==> src/rtl/ram_bank_eraser.sv <==
// Fills one RAM bank with a constant pattern using fixed-length AXI4 INCR write bursts.
// The AW, W and B channels run concurrently; the number of bursts awaiting a response is bounded.
module ram_bank_eraser #(
    parameter int          DW          = 512,
    parameter int          AW          = 34,
    parameter logic [63:0] BASE_ADDR   = 64'h0,
    parameter logic [63:0] BANK_SIZE   = 64'h4_0000_0000,
    parameter int          BURST_BEATS = 64,
    parameter int          MAX_OUTST   = 8,
    parameter logic [31:0] FILL_WORD   = 32'hFFFF_FFFF
) (
    input  logic            clk,
    input  logic            resetn,
    input  logic            erase,
    output logic            idle,
    output logic            bresp_err,
    output logic [AW-1:0]   M_AXI_AWADDR,
    output logic [7:0]      M_AXI_AWLEN,
    output logic [2:0]      M_AXI_AWSIZE,
    output logic [1:0]      M_AXI_AWBURST,
    output logic            M_AXI_AWVALID,
    input  logic            M_AXI_AWREADY,
    output logic [DW-1:0]   M_AXI_WDATA,
    output logic [DW/8-1:0] M_AXI_WSTRB,
    output logic            M_AXI_WLAST,
    output logic            M_AXI_WVALID,
    input  logic            M_AXI_WREADY,
    input  logic [1:0]      M_AXI_BRESP,
    input  logic            M_AXI_BVALID,
    output logic            M_AXI_BREADY
);

    localparam logic [63:0] BURST_BYTES = 64'(BURST_BEATS) * 64'(DW / 8);
    localparam logic [63:0] NB          = BANK_SIZE / BURST_BYTES;
    localparam int          CW          = $clog2(NB + 64'd1);
    localparam int          BW          = (BURST_BEATS > 1) ? $clog2(BURST_BEATS) : 1;
    localparam logic [CW-1:0] NB_C      = CW'(NB);
    localparam logic [BW-1:0] LAST_BEAT = BW'(BURST_BEATS - 1);
    localparam logic [63:0] MAX_OUTST_C = 64'(MAX_OUTST);

    generate
        if ((DW % 32) != 0) begin : g_bad_dw
            $error("ram_bank_eraser: DW must be a multiple of 32");
        end
        if ((BURST_BEATS < 1) || (BURST_BEATS > 256)) begin : g_bad_beats
            $error("ram_bank_eraser: BURST_BEATS must be in 1..256");
        end
        if ((MAX_OUTST < 1) || (MAX_OUTST > 32)) begin : g_bad_outst
            $error("ram_bank_eraser: MAX_OUTST must be in 1..32");
        end
        if (((BANK_SIZE % BURST_BYTES) != 64'd0) || (NB == 64'd0)) begin : g_bad_size
            $error("ram_bank_eraser: BANK_SIZE must be a non-zero multiple of the burst size");
        end
    endgenerate

    typedef enum logic [0:0] {
        ST_IDLE = 1'b0,
        ST_RUN  = 1'b1
    } state_t;

    state_t          state_q, state_d;
    logic [CW-1:0]   aw_cnt_q, aw_cnt_d;
    logic [CW-1:0]   w_cnt_q, w_cnt_d;
    logic [CW-1:0]   b_cnt_q, b_cnt_d;
    logic [BW-1:0]   beat_q, beat_d;
    logic            idle_q, idle_d;
    logic            bresp_err_q, bresp_err_d;
    logic            awvalid_q, awvalid_d;
    logic [AW-1:0]   awaddr_q, awaddr_d;
    logic            wvalid_q, wvalid_d;
    logic            wlast_q, wlast_d;
    logic            bready_q, bready_d;

    logic aw_fire, w_fire, b_fire;

    assign aw_fire = awvalid_q & M_AXI_AWREADY;
    assign w_fire  = wvalid_q & M_AXI_WREADY;
    assign b_fire  = bready_q & M_AXI_BVALID;

    // Constant burst attributes and fill pattern.
    assign M_AXI_AWLEN   = 8'(BURST_BEATS - 1);
    assign M_AXI_AWSIZE  = 3'($clog2(DW / 8));
    assign M_AXI_AWBURST = 2'b01;
    assign M_AXI_WSTRB   = '1;

    generate
        for (genvar gi = 0; gi < DW / 32; gi++) begin : g_fill
            assign M_AXI_WDATA[gi*32 +: 32] = FILL_WORD;
        end
    endgenerate

    always_comb begin
        state_d     = state_q;
        aw_cnt_d    = aw_cnt_q;
        w_cnt_d     = w_cnt_q;
        b_cnt_d     = b_cnt_q;
        beat_d      = beat_q;
        idle_d      = idle_q;
        bresp_err_d = bresp_err_q;
        awvalid_d   = 1'b0;
        wvalid_d    = 1'b0;
        wlast_d     = 1'b0;
        bready_d    = 1'b0;

        case (state_q)
            ST_IDLE: begin
                if (erase) begin
                    state_d     = ST_RUN;
                    idle_d      = 1'b0;
                    aw_cnt_d    = '0;
                    w_cnt_d     = '0;
                    b_cnt_d     = '0;
                    beat_d      = '0;
                    bresp_err_d = 1'b0;
                end
            end
            ST_RUN: begin
                if (aw_fire) begin
                    aw_cnt_d = aw_cnt_q + CW'(1);
                end
                if (w_fire) begin
                    if (beat_q == LAST_BEAT) begin
                        beat_d  = '0;
                        w_cnt_d = w_cnt_q + CW'(1);
                    end else begin
                        beat_d = beat_q + BW'(1);
                    end
                end
                if (b_fire) begin
                    b_cnt_d = b_cnt_q + CW'(1);
                    if (M_AXI_BRESP != 2'b00) begin
                        bresp_err_d = 1'b1;
                    end
                end
                // An erase strobe arriving here (including on the final B) is dropped.
                if (b_cnt_d == NB_C) begin
                    state_d = ST_IDLE;
                    idle_d  = 1'b1;
                end
            end
            default: begin
                state_d = ST_IDLE;
                idle_d  = 1'b1;
            end
        endcase

        // Valids are derived from post-handshake counts, so a returned B frees a slot next cycle.
        if (state_d == ST_RUN) begin
            awvalid_d = (aw_cnt_d < NB_C) &&
                        ((64'(aw_cnt_d) - 64'(b_cnt_d)) < MAX_OUTST_C);
            wvalid_d  = (w_cnt_d < aw_cnt_d);
            wlast_d   = (beat_d == LAST_BEAT);
            bready_d  = 1'b1;
        end

        awaddr_d = AW'(BASE_ADDR + 64'(aw_cnt_d) * BURST_BYTES);
    end

    always_ff @(posedge clk or negedge resetn) begin
        if (!resetn) begin
            state_q     <= ST_IDLE;
            aw_cnt_q    <= '0;
            w_cnt_q     <= '0;
            b_cnt_q     <= '0;
            beat_q      <= '0;
            idle_q      <= 1'b1;
            bresp_err_q <= 1'b0;
            awvalid_q   <= 1'b0;
            awaddr_q    <= AW'(BASE_ADDR);
            wvalid_q    <= 1'b0;
            wlast_q     <= 1'b0;
            bready_q    <= 1'b0;
        end else begin
            state_q     <= state_d;
            aw_cnt_q    <= aw_cnt_d;
            w_cnt_q     <= w_cnt_d;
            b_cnt_q     <= b_cnt_d;
            beat_q      <= beat_d;
            idle_q      <= idle_d;
            bresp_err_q <= bresp_err_d;
            awvalid_q   <= awvalid_d;
            awaddr_q    <= awaddr_d;
            wvalid_q    <= wvalid_d;
            wlast_q     <= wlast_d;
            bready_q    <= bready_d;
        end
    end

    assign idle          = idle_q;
    assign bresp_err     = bresp_err_q;
    assign M_AXI_AWVALID = awvalid_q;
    assign M_AXI_AWADDR  = awaddr_q;
    assign M_AXI_WVALID  = wvalid_q;
    assign M_AXI_WLAST   = wlast_q;
    assign M_AXI_BREADY  = bready_q;

endmodule

==> config.mk <==
export PLATFORM = sky130hd
export DESIGN_NAME = ram_bank_eraser
export DESIGN_NICKNAME = d
export VERILOG_FILES = /design/src/rtl/ram_bank_eraser.sv
export SDC_FILE = /design/constraint.sdc
export NUM_CORES = 1
export LEC_CHECK = 0
export BUFFER_PORTS_ARGS = -buffer_cell sky130_fd_sc_hd__clkbuf_2
export CELL_PAD_IN_SITES_DETAIL_PLACEMENT = 1
export CELL_PAD_IN_SITES_GLOBAL_PLACEMENT = 2
export CORE_AREA = 8 8 243 245
export DETAILED_ROUTE_END_ITERATION = 10
export DIE_AREA = 0 0 251 253
export GPL_TIMING_DRIVEN = 0
export PLACE_DENSITY_LB_ADDON = 0.08
export SLEW_MARGIN = 10
export SYNTH_ARGS = -nofsm -noshare
export SYNTH_HDL_FRONTEND = slang
export SYNTH_SLANG_ARGS = --single-unit
==> constraint.sdc <==
create_clock -name clk -period 10.71 [get_ports clk]
set_input_delay 1.071 -clock clk [delete_from_list [all_inputs] [get_ports clk]]
set_output_delay 1.071 -clock clk [all_outputs]
set_load 0.005 [all_outputs]
Word level (Yosys, flattened, before mapping)
Cells that the tools add are included.

storage, ports and cells
  register bits = 104
  bits in latches = 0
  RAM bits = 0
  bits in read-only memories = 0
  input bits = 8
  output and inout port bits = 629
  memories kept = 0

operators by class
  add/sub/neg operators = 5
  $mul = 0
  div/mod/pow operators = 0
  $lt $le $gt $ge = 3
  equality and inequality tests = 7
  shift operators = 0
  muxes and demuxes = 28
  bitwise operators = 4
  reduce and logical (&&, ||, !) cells = 4

operator list
  operator               count
  $mux 23                8
  $pmux 23 s2            3
  $add 23x1->23 const B  3
  $lt 64x4->1 const B    1
  $sub 23x23->24         1
  $eq 23x23->1 const B   1
  $lt 23x23->1           1
  $lt 23x23->1 const B   1
  $mux 6                 3
  $eq 6x6->1 const B     2
  $pmux 6 s2             1
  $mux 1                 10
  $add 6x1->6 const B    1
  $ne 2x1->1 const B     3
  $pmux 1 s2             3
  $and 1x1->1            3
  $reduce_and 3->1       1
  $ne 2x2->1 const B     1
  $reduce_and 2->1       1
  $reduce_bool 2->1      1
  $logic_and 1x1->1      1
  $not 1->1              1

Depth between registers and ports, before layout
  word-level depth = 8
  mapped depth = 19

Least setup slack after synthesis
OpenSTA, ideal clock, no wires.

  kind = in2reg
  from = in erase
  to = reg awvalid_q (netlist: M_AXI_AWVALID)
  arrival = 4.648 ns
  setup slack = 5.966 ns
  stages = 15
  path buffers = 3
  cell sequence = nor2_1 -> clkbuf_1 -> buf_1 -> a22oi_1 -> ha_1 -> and2_1 -> clkbuf_1 -> a221o_1 -> a221o_1 -> a311oi_2 -> nor4_1 -> a21oi_1 -> o21ai_0 -> mux2_2 -> nor4_2

between the ends
  word-level cells in the longest chain between the ends = 6
  elaborated cells between the ends (all ways) = 11

RTL lines
  what                  RTL line  source
  from (decl)           14        input logic erase,
  $mux 23               107       if (erase) begin
  $pmux 23 s2           105       case (state_q)
  $sub 23x23->24        150       ((64'(aw_cnt_d) - 64'(b_cnt_d)) < MAX_OUTST_C);
  $lt 64x4->1           150
  $logic_and 1x1->1     149       awvalid_d = (aw_cnt_d < NB_C) &&
  $mux 1 (*)            148       if (state_d == ST_RUN) begin
  net awvalid_d         68        logic awvalid_q, awvalid_d;
  to (signal assigned)  181       awvalid_q <= awvalid_d;
  to (decl)             68

The timed path passes the listed nets; every way through them passes the cells marked *.
A chain may end at the register's enable or synchronous reset.

Worst setup path in the final report
Ends and elaborated chain as after synthesis.

==> reports/results.ini <==
[cells_and_area]
antennaDiodeCount = 0
fin_area_um2 = 14760
nets = 2086
drive_gt1_share_pct = 35.20
final_common_cell = buf_4
multi_input_area_um2 = 6287
area_growth_pct = 32.50
register_area_um2 = 2028
mostFrequentLayoutCells = buf_4 (626), conb_1 (601), nand2_1 (84)
fillerInstances = 6905
final_util_pct = 26.59

[setup_path]
cp.required_ps = 10940
crit_path_end = M_AXI_AWVALID$_DFF_PN0_
ff2ff_setup_slack_ps = 4780
startpoint = erase
crit-reg2reg-launch = M_AXI_BREADY$_DFF_PN0_
rr_worst_depth = 18
path_max_fanout = 10
start_kind = input pin
arrival_ps = 6430
critPathCaptureType = flip-flop
crit_type = in -> reg
reg2reg_to = M_AXI_AWVALID$_DFF_PN0_

[clocking]
cts_max_level = 3
clk_latency_ps = 360
ctsHoldBuffers = 0
cts_tree = yes
path_clk_slew_ps = 70
cts-resized-gates = 0
cts-root-buf = clkbuf_16
cts.sinks = 81
cts_setup_buffers = 0
clock_path_buffers = 2
cts_made_buffers = 9

[global_routing]
grt_max_degree = 82
grt_pass1_wl_um = 61780
antenna_found_initial = 0
track_usage_pct = 12.72
grt_pass1_vias = 9595
gr-total-overflow = 0

[logic_synthesis]
synth_compound_area_share_pct = 11.77
ys.flop_type = dfrtp_1
avgSynthCellArea_um2 = 8.017
synth_xor_area_share_pct = 2.830
synth_fa_ha_area_share_pct = 5.188
synth_cell_types = 72
syn_inst = 1390
synthArstFlopShare_pct = 100.0
yosys.area_share.simple_pct = 13.61
synth_seq_cells = 81
synth_edf_count = 0
ys_seq_area_share_pct = 18.20
synth_top_family_by_area = buffers and inverters
synth_mux_area_share_pct = 2.785
yosys_warnings = 0
netlist_area_um2 = 11140

[sta]
tightest_slew_ps = 991.8
finalCriticalPeriod_ps = 6197
finalSetupTns_ps = 0
post-route-period-util_pct = 57.86
setup_violations = 0
hold_violations = 0
report.final.slew_viol_count = 0
rsz0062_at_grt = no
clock_skew_ps = 13.90
fmax_mhz = 161.4
relSlewSlack_pct = 33.18

[die]
core_um2 = 55520
initial_core_util_pct = 20.07
die_h_um = 253
die-width_um = 251
dieArea_um2 = 63500
io_pins = 637
core.rowCount = 87

[drt]
vias = 9606
avgViaCountPerCell = 3.491
drtIter0Drc = 329
wl_per_cell_um = 15.56
totalWireLength_um = 42820
dr.pass1.iters = 4
drc = 0
drtAntennaViolNets = 0

[hold_path]
min_path_type = reg -> reg

[placed_design]
hpwl_um = 37740
gp_congestion = 0.7812
portBuffers = 35
place_area_um2 = 14470

[power]
vdd_drop_max_mv = 0.07823
p_leak_nw = 7.901
power_density_nw_per_um2 = 81.29

[job]
maxCapViolCount = 0

[outcome]
status = complete, no violations

## cell usage after synthesis, drive strengths merged, types with 17 or more instances
cell	number	share of area, %
dfrtp	80	18
a21oi	31	1.4
nor3	25	1.2
mux2i	22	2.0
ha	43	4.8
and3	17	0.95
buf	641	43
nand3	47	2.2
xnor2	23	1.8
inv	66	2.2
nand4	22	1.2
nor2	30	1.0
o21ai	38	1.7
nand2	84	2.8
## routing by layer
metal / GRT usage (%) / vias to the layer above / routed length, um
met1: 13.05 / 4514 / 15420
li1: - / 4774 / -
met5: 0 / - / 0
met2: 24.69 / 291 / 23530
met3: 4.218 / 27 / 3204
met4: 2.843 / 0 / 664
## worst min path at each step
| stage | start | end | slack [ps] | depth (start not counted) |
|---|---|---|---|---|
| 2_1_floorplan | w_cnt_q[22]$_DFF_PN0_ | w_cnt_q[22]$_DFF_PN0_ | 450 | 1 |
| 5_1_grt | w_cnt_q[22]$_DFF_PN0_ | w_cnt_q[22]$_DFF_PN0_ | 540 | 1 |
| 6_report | w_cnt_q[22]$_DFF_PN0_ | w_cnt_q[22]$_DFF_PN0_ | 500 | 1 |
| 3_5_place_dp | w_cnt_q[22]$_DFF_PN0_ | w_cnt_q[22]$_DFF_PN0_ | 490 | 1 |
| 3_3_place_gp | w_cnt_q[22]$_DFF_PN0_ | w_cnt_q[22]$_DFF_PN0_ | 470 | 1 |
| 4_1_cts | w_cnt_q[22]$_DFF_PN0_ | w_cnt_q[22]$_DFF_PN0_ | 500 | 1 |
## metrics by stage
| stage | power (mW) | instances | hold WS [ps] | setup slack [ps] |
|---|---|---|---|---|
| 2_1_floorplan | 0.7559 | 1989 | 452.4 | 5966 |
| 3_3_place_gp | 0.8436 | 2736 | 474.3 | 3984 |
| 3_5_place_dp | 0.8438 | 2736 | 488.6 | 4081 |
| 4_1_cts | 1.180 | 2752 | 498.3 | 4442 |
| 5_1_grt | 1.287 | 2752 | 537.5 | 4044 |
| 6_report | 1.200 | 2752 | 496.2 | 4513 |
## worst max-delay path: stages
cell and delay, ps:
clkbuf_2 150, nor2_1 560, clkbuf_1 610, buf_1 590, a22oi_1 290, ha_1 440, and2_1 160, clkbuf_1 160
a221o_1 380, a221o_1 380, a311oi_2 420, nor4_1 100, a21oi_1 280, o21ai_0 170, mux2_2 300, nor4_2 360
## cell type report
class                   instances  area share, %
multi-input cells            1185          42.58
plain buffers                 657          32.70
flip-flops and latches         81          13.74
well taps                     712          6.034
inverters                      66          1.678
clock buffers                  11          1.644
repair buffers                 35          1.246
clock inverters                 5         0.3729
## power by group
part | internal [mW] | switching, mW | leakage (nW)
Combinational | 0.251 | 0.278 | 6.66
Clock | 0.187 | 0.141 | 0.142
Sequential | 0.327 | 0.0179 | 1.10
Total | 0.764 | 0.436 | 7.90
## cells by family (layout without fill, tap and decap cells)
logic type      Yosys count  after routing
fa+ha+maj                47             47
mux                      30             30
simple gates            290            290
buf+inv                 723            774
compound gates          181            181
flops                    81             81
xor+xnor                 36             36
other cells               2            601
## flip-flops by register name, indices dropped and copies added, names as in the netlist
register / count
b_cnt_q: 23
aw_cnt_q: 23
beat_q: 6
M_AXI_WLAST: 1
idle: 1
M_AXI_WVALID: 1
M_AXI_AWVALID: 1
bresp_err: 1
M_AXI_BREADY: 1
w_cnt_q: 23
Note: power is estimated with default switching activity, not from simulation.
